<file path="config.mk">
export PLATFORM = sky130hd
export DESIGN_NAME = bootram_loader
export DESIGN_NICKNAME = d
export VERILOG_FILES = /design/src/rtl/bootram_loader.sv
export SDC_FILE = /design/constraint.sdc
export NUM_CORES = 1
export LEC_CHECK = 0
export ABC_AREA = 1
export CORE_ASPECT_RATIO = 1.1
export CORE_MARGIN = 10
export CORE_UTILIZATION = 50
export DETAILED_ROUTE_END_ITERATION = 16
export PLACE_DENSITY = 0.7
export SKIP_LAST_GASP = 1
export SLEW_MARGIN = 10
export SYNTH_ARGS = -nofsm -noshare
export SYNTH_HDL_FRONTEND = slang
export SYNTH_SLANG_ARGS = --single-unit
</file>
<file path="constraint.sdc">
create_clock -name clk -period 3.4 [get_ports clk]
set_clock_uncertainty 0.2 [all_clocks]
set_input_delay 0.68 -clock clk [delete_from_list [all_inputs] [get_ports clk]]
set_output_delay 0.68 -clock clk [all_outputs]
set_load 0.005 [all_outputs]
</file>
<file path="src/rtl/bootram_loader.sv">
// Boot-image loader: parses a framed byte stream (sync, 16-bit length, payload, checksum),
// writes the payload into the boot RAM, reads it back to verify, and releases cpu_hold on success.
module bootram_loader #(
    parameter logic [7:0] SYNC_BYTE = 8'hA5,
    parameter int         AW        = 11,
    parameter int         DEPTH     = 2048,
    parameter int         TIMEOUT   = 1000000
) (
    input  logic          clk,
    input  logic          reset,
    input  logic          rx_valid,
    input  logic [7:0]    rx_data,
    output logic          ram_ce,
    output logic          ram_oce,
    output logic          ram_wre,
    output logic [AW-1:0] ram_ad,
    output logic [7:0]    ram_din,
    input  logic [7:0]    ram_dout,
    output logic          busy,
    output logic          done,
    output logic          error,
    output logic          cpu_hold,
    output logic [3:0]    dbg_state
);

    typedef enum logic [3:0] {
        S_IDLE, S_LEN_L, S_LEN_H, S_DATA, S_CHK, S_VERIFY, S_FLUSH, S_DONE, S_ERROR
    } state_t;

    state_t        r_state;
    state_t        w_next;
    logic [15:0]   r_len;
    logic [AW-1:0] r_wptr;
    logic [AW-1:0] r_rptr;
    logic [7:0]    r_sum;
    logic [7:0]    r_vsum;
    logic [7:0]    r_chk;
    logic          r_rd_pend;
    logic [31:0]   r_tmo;

    logic [15:0]   w_len_new;
    logic          w_tmo_state;
    logic          w_tmo_hit;
    logic [7:0]    w_vsum_add;

    assign w_len_new   = {rx_data, r_len[7:0]};
    assign w_tmo_state = (r_state == S_LEN_L) || (r_state == S_LEN_H) ||
                         (r_state == S_DATA)  || (r_state == S_CHK);
    assign w_tmo_hit   = w_tmo_state && !rx_valid && (r_tmo == 32'(TIMEOUT));
    assign w_vsum_add  = r_vsum + ram_dout;
    assign dbg_state   = r_state;

    always_ff @(posedge clk) begin
        if (reset) r_state <= S_IDLE;
        else       r_state <= w_next;
    end

    // rx_valid is a one-cycle strobe with no backpressure; bytes that arrive
    // in VERIFY, FLUSH or DONE are simply dropped.
    always_comb begin
        w_next = r_state;
        case (r_state)
            S_IDLE:   if (rx_valid && rx_data == SYNC_BYTE) w_next = S_LEN_L;
            S_LEN_L:  if (rx_valid) w_next = S_LEN_H;
                      else if (w_tmo_hit) w_next = S_ERROR;
            S_LEN_H:  if (rx_valid) begin
                          if (w_len_new == 16'd0 || w_len_new > 16'(DEPTH)) w_next = S_ERROR;
                          else w_next = S_DATA;
                      end else if (w_tmo_hit) w_next = S_ERROR;
            S_DATA:   if (rx_valid) begin
                          if (16'(r_wptr) == r_len - 16'd1) w_next = S_CHK;
                      end else if (w_tmo_hit) w_next = S_ERROR;
            S_CHK:    if (rx_valid) w_next = (rx_data == r_sum) ? S_VERIFY : S_ERROR;
                      else if (w_tmo_hit) w_next = S_ERROR;
            S_VERIFY: if (16'(r_rptr) == r_len - 16'd1) w_next = S_FLUSH;
            S_FLUSH:  w_next = (w_vsum_add == r_chk) ? S_DONE : S_ERROR;
            S_DONE:   w_next = S_DONE;
            S_ERROR:  if (rx_valid && rx_data == SYNC_BYTE) w_next = S_LEN_L;
            default:  w_next = S_IDLE;
        endcase
    end

    always_ff @(posedge clk) begin
        if (reset) begin
            r_len     <= '0;
            r_wptr    <= '0;
            r_rptr    <= '0;
            r_sum     <= '0;
            r_vsum    <= '0;
            r_chk     <= '0;
            r_rd_pend <= 1'b0;
            r_tmo     <= '0;
        end else begin
            if (!w_tmo_state || rx_valid) r_tmo <= '0;
            else                          r_tmo <= r_tmo + 32'd1;
            case (r_state)
                S_LEN_L: if (rx_valid) r_len[7:0] <= rx_data;
                S_LEN_H: if (rx_valid) begin
                    r_len[15:8] <= rx_data;
                    r_wptr      <= '0;
                    r_sum       <= '0;
                end
                S_DATA: if (rx_valid) begin
                    r_wptr <= r_wptr + 1'b1;
                    r_sum  <= r_sum + rx_data;
                end
                S_CHK: if (rx_valid) begin
                    r_chk     <= rx_data;
                    r_rptr    <= '0;
                    r_vsum    <= '0;
                    r_rd_pend <= 1'b0;
                end
                S_VERIFY: begin
                    // ram_dout carries the read issued in the previous cycle
                    r_rptr    <= r_rptr + 1'b1;
                    r_rd_pend <= 1'b1;
                    if (r_rd_pend) r_vsum <= w_vsum_add;
                end
                S_FLUSH: begin
                    r_vsum    <= w_vsum_add;
                    r_rd_pend <= 1'b0;
                end
                default: ;
            endcase
        end
    end

    always_comb begin
        ram_oce  = 1'b1;
        ram_ce   = 1'b0;
        ram_wre  = 1'b0;
        ram_ad   = '0;
        ram_din  = '0;
        if (!reset) begin
            if (r_state == S_DATA && rx_valid) begin
                ram_ce  = 1'b1;
                ram_wre = 1'b1;
                ram_ad  = r_wptr;
                ram_din = rx_data;
            end else if (r_state == S_VERIFY) begin
                ram_ce = 1'b1;
                ram_ad = r_rptr;
            end
        end
        busy     = (r_state == S_LEN_L) || (r_state == S_LEN_H) || (r_state == S_DATA) ||
                   (r_state == S_CHK)   || (r_state == S_VERIFY) || (r_state == S_FLUSH);
        done     = (r_state == S_DONE);
        error    = (r_state == S_ERROR);
        cpu_hold = (r_state != S_DONE);
    end

endmodule

</file>
# Word-level counts from Yosys, hierarchy flattened
# Cells that the tools add are included.
# W data, S select, Z words.
[word_totals] reg_bits=99 input_bits=19 wordCells=100
[op_classes] addsub=6 n_lt_le_gt_ge=1 n_eq_ne=22 n_mux=33 reduce_logical=28
[ops] cell="$mux W11" count=5
[ops] cell="$mux W4" count=11
[ops] cell="$pmux W11 S2" count=2
[ops] cell="$mux W8" count=5
[ops] cell="$add A32 B1 Y32 const B" count=1
[ops] cell="$eq A11 B16 Y1" count=2
[ops] cell="$eq A32 B20 Y1 const B" count=1
[ops] cell="$pmux W4 S8" count=1
[ops] cell="$pmux W8 S3" count=1
[ops] cell="$add A11 B1 Y11 const B" count=2
[ops] cell="$add A8 B8 Y8" count=2
[ops] cell="$eq A4 B3 Y1 const B" count=4
[ops] cell="$eq A8 B8 Y1" count=2
[ops] cell="$gt A16 B12 Y1 const B" count=1
[ops] cell="$logic_not A16 Y1" count=1
[ops] cell="$pmux W8 S2" count=1
[ops] cell="$sub A16 B1 Y16 const B" count=1
[ops] cell="$ne A2 B2 Y1 const B" count=5
[ops] cell="$reduce_and A2 Y1" count=5
[ops] cell="$reduce_and A3 Y1" count=3
[ops] cell="$eq A4 B2 Y1 const B" count=2
[ops] cell="$eq A8 B8 Y1 const B" count=1
[ops] cell="$logic_or A1 B1 Y1" count=7
[ops] cell="$mux W1" count=6
[ops] cell="12 further kinds" count=18

# Logic depth before layout (Yosys ltp)
[logic_depth] ltp_word=9 depth_mapped=17

# Worst setup path before layout
# No wires, ideal clock.
[synth_timing] path_type="input -> register" from="input ram_dout[0]" to="register r_state[3] (netlist: dbg_state[3])" arrival_time_ns=2.203 path_slack_ns=0.864 path_stages=12 n_path_buf=0 cell_sequence="ha_1 > fa_1 > xnor2_1 > nand2_1 > a21oi_1 > nand2_1 > nor2_1 > nand2_1 > nor2_1 > nand2_1 > a21oi_1 > a21oi_1"
[synth_via] elab_chain_len=4
[synth_rtl] item="start, declared" line="18" source="input logic [7:0] ram_dout,"
[synth_rtl] item="$add A8 B8 Y8" line="50" source="assign w_vsum_add = r_vsum + ram_dout;"
[synth_rtl] item="$eq A8 B8 Y1" line="76" source="S_FLUSH: w_next = (w_vsum_add == r_chk) ? S_DONE : S_ERROR;"
[synth_rtl] item="$mux W4" line="76"
[synth_rtl] item="$pmux W4 S8" line="62" source="case (r_state)"
[synth_rtl] item="end signal, assigned" line="55" source="else r_state <= w_next;"
[synth_rtl] item="end, declared" line="30" source="state_t r_state;"
# Every way passes these cells.
# A chain may end at the register's enable or synchronous reset.

# Worst setup path after layout
[layout_timing] from="register r_state[0] (netlist: dbg_state[0])" to="output ram_din[7]"
[layout_via] elab_chain_len=4
[layout_rtl] item="$eq A4 B2 Y1" line="135" source="if (r_state == S_DATA && rx_valid) begin"
[layout_rtl] item="$logic_and A1 B1 Y1" line="135"
[layout_rtl] item="$mux W8" line="135"
[layout_rtl] item="$mux W8" line="134" source="if (!reset) begin"
[layout_rtl] item="end, declared" line="17" source="output logic [7:0] ram_din,"
# Every way passes these cells.

==> metrics.md <==
| Metric | Value |
|---|---|
| Via count | `about 6600` |
| Slew margin rel. | `42.1%` |
| CP delay by family, top | `buffers and inverters` |
| Drt first pass iters | `5` |
| Area Overhead vs Synth | `15.8%` |
| Min Clock Period, post-route | `roughly 3.3 ns` |
| Largest family of logic cells by synthesized area | `simple AND/OR/NAND/NOR gates` |
| R2r endpoint | `dbg_state[0]` |
| Nets | `1116` |
| Hold Violations, Final | `0` |
| Register area | `between 1500 and 2000 um^2` |
| Slowest cell delay on critical path | `roughly 0.52 ns` |
| Vias in the first global route | `6288` |
| Clock sink count | `99` |
| Global route total overflow | `0` |
| Static leakage | `approximately 0.0031 uW` |
| # port buffers | `between 40 and 50` |
| Worst hold path startpoint | `r_tmo[0]` |
| H-tree levels | `3` |
| Worst-path clk slew | `~0.060 ns` |
| Most numerous cell in the Yosys netlist | `nand2_1` |
| FF-to-FF path depth | `13` |
| Power Total | `2310 uW` |
| Final Max Slew Viols | `0` |
| Initial DRC count | `between 400 and 500` |
| Row count | `43` |
| Setup violations, final | `0` |
| Core footprint | `12600 um^2` |
| Via/cell ratio | `5.36` |
| Post-synthesis cell count | `between 1000 and 1500` |
| Worst slew pin tran | `0.868 ns` |
| Max VDD drop | `around 0.24 mV` |
| Hold Crit Class | `flip-flop to flip-flop` |
| Crit. End Element | `output pin` |
| Pwr per Cell Area | `308 nW/um^2` |
| Post-synthesis mux area share | `0%` |
| DIE AREA | `between 15000 and 20000 um^2` |
| Post-Place Worst Slack | `~0.018 ns` |
| Clock root buffer | `clkbuf_16` |
| DRT Wirelength | `approximately 18000 um` |
| Max Buffers Root-to-Sink | `2` |
| Main synth FF type | `dfxtp_1` |
| ANT cells | `0` |
| Placer congestion estimate | `a little over 0.9` |
| Count of cell types in the netlist | `51` |
| Post-synthesis simple-gate area fraction | `about two fifths` |
| Compound-cell area share of the yosys netlist | `14.1%` |
| Num ports | `49` |
| RSZ-0062 raised after global routing | `true` |
| Status | `finished clean` |
| Starting Density | `about half` |
| CP required | `about 2.5 ns` |
| Area taken by multi-input logic gates | `3920 um^2` |
| Area leader, netlist | `dfxtp_1` |
| Post-Syn Area | `6480 um^2` |
| First-pass GRT wire length | `29800 um` |
| Die Ht | `between 100 and 150 um` |
| Crit path DAT | `2.40 ns` |
| Seq/Total Area, Yosys | `~31%` |
| Slowest stage cell on the critical path | `clkdlybuf4s50_1` |
| Fraction of layout cells with a size suffix above 1 | `7.69%` |
| Fillcell total | `between 1000 and 1500` |
| Largest net degree at the start of global routing | `30` |
| Yosys top cell area share | `a little under a third` |
| Synthesized flop and latch total | `around 100` |
| Final WS setup | `between 0.1 and 0.15 ns` |
| DRC Markers | `0` |
| Worst skew pair latency | `about 0.36 ns` |
| Die width | `129 um` |
| Hold Slack | `0.264 ns` |
| GRT Overall Usage | `19.8%` |
| Crit Path Max Fanout | `9` |
| Maxcap violations | `0` |
| Fin crit share | `96.3%` |
| Post-synth EDFFs | `0` |
| R2R setup slack | `0.69 ns` |
| Crit path depth | `8` |
| Post-Synth XOR/XNOR Area | `under 10%` |
| CP bufs+invs | `3` |
| Asr flop ratio synth | `0%` |
| Mapped Nets | `~1100` |
| Worst Setup Path Type | `flip-flop to output pin` |
| Routed len/inst | `approximately 14 um` |
| Total CTS buffers | `9` |
| Startpoint Class | `flip-flop` |
| Number of routed nets with antenna violations | `0` |
| TritonCTS clock tree | `yes` |
| Syn Area/Cell | `between 6 and 7 um^2` |
| Post-DP HPWL | `13600 um` |
| Synth area leaders | `dfxtp_1 (31%), nand2_1 (15%), a21oi_1 (7.8%), nand3_1 (7.1%), inv_1 (7.1%)` |
| Fmax | `between 300 and 400 MHz` |
| Top cells by count, synth | `nand2_1 (263), inv_1 (122), nor2_1 (117), a21oi_1 (101), dfxtp_1 (99)` |
| Adder-cell share of the synthesized area | `4.48%` |
| Initial antenna violation count | `0` |
| R2r startpoint | `r_len[0]` |
| Yosys warns | `0` |
| WHS Endpoint | `r_tmo[0]` |
| Min-Delay Path Depth | `1` |
| CP Cell Sequence | `nand2_2 > nor2_8 > nand2_4 > nor2_4 > clkinvlp_4 > buf_4 > nor2_1 > clkdlybuf4s50_1` |
==> flip-flops by register name (all words and copies together), names as in the netlist <==
signal / flops
r_rptr: 11
r_wptr: 11
r_vsum: 8
r_sum: 8
r_rd_pend: 1
r_len: 16
r_chk: 8
r_tmo: 32
dbg_state: 4
==> worst register-to-register path: cells and delay by family, from the launching register on <==
family | cells | cell delay [ns]
AO/OA/AOI/OAI | 2 | 0.34
adder cells (fa/ha/maj) | 1 | 0.33
buffers and inverters | 1 | 0.17
flip-flops | 1 | 0.36
AND/OR/NAND/NOR | 9 | 1.19
==> report_power, final <==
part	internal, uW	total, uW	switching (uW)
combinational	45.2	115	69.7
sequential	1160	1160	0.279
clock	587	1040	451
total	1790	2310	521
==> cell type report <==
type,instances,area share [%]
flip-flops and latches,99,26.4
clock inverters,5,0.700
well taps,157,2.62
clock buffers,11,3.23
inverters,133,6.74
multi-input cells,769,52.2
repair buffers,63,8.10
==> layer usage <==
metal | track usage (%) | vias up | routed length (um)
li1 | - | 3427 | -
met1 | 25.1 | 3004 | 7570
met2 | 32.2 | 172 | 8440
met5 | 0 | - | 0
met4 | 8.45 | 0 | 453
met3 | 3.38 | 29 | 1070
==> through the flow <==
| step | util [%] | instance area [um^2] | setup TNS (ns) | instances |
|---|---|---|---|---|
| detailed placement | 56.8 | 7180 | 0 | 1219 |
| floorplan | - | 6480 | 0 | 1021 |
| finish | 59.4 | 7500 | 0 | 1237 |
| CTS | 59.1 | 7480 | 0 | 1235 |
| global route | 59.4 | 7500 | -0.0182 | 1237 |
| global placement | 56.8 | 7180 | 0 | 1219 |
==> how the worst max path moves through the flow <==
stage                      start            to  slack [ns]
finish              dbg_state[0]    ram_din[7]        0.12
CTS                     rx_valid     ram_ad[1]        0.02
detailed placement      rx_valid     ram_ad[1]        0.02
floorplan            ram_dout[0]  dbg_state[3]        0.86
global placement        rx_valid    ram_din[7]       0.004
global route        dbg_state[3]     ram_ad[6]       -0.02
==> placed cells by master, fill, tap and decap left out, drive strengths merged, types with 6 or more instances in the layout <==
cell           instances
nand2                268
inv                  132
nor2                 129
a21oi                101
dfxtp                 99
nand3                 94
o21ai                 51
clkdlybuf4s50         45
nor3                  30
ha                    20
buf                   16
nand4                 11
clkbuf                11
nor4                  10
xor2                   9
xnor2                  6
a211oi                 6
nor3b                  6
or2                    6
==> kinds of logic after synthesis <==
logic type / count (synthesis)
buf+inv: 153
fa+ha+maj: 22
other cells: 1
simple gates: 558
xor+xnor: 16
compound gates: 172
flops: 99
==> what timing repair did <==
item | in CTS | in global routing
resized for setup | 1 | 5
hold buffers | 0 | 0
endpoints found under the hold margin | 0 | 0
setup buffers | 0 | 2
endpoints found under the setup margin | 12 | 11
No activity file was read; power rests on OpenSTA's default activity.
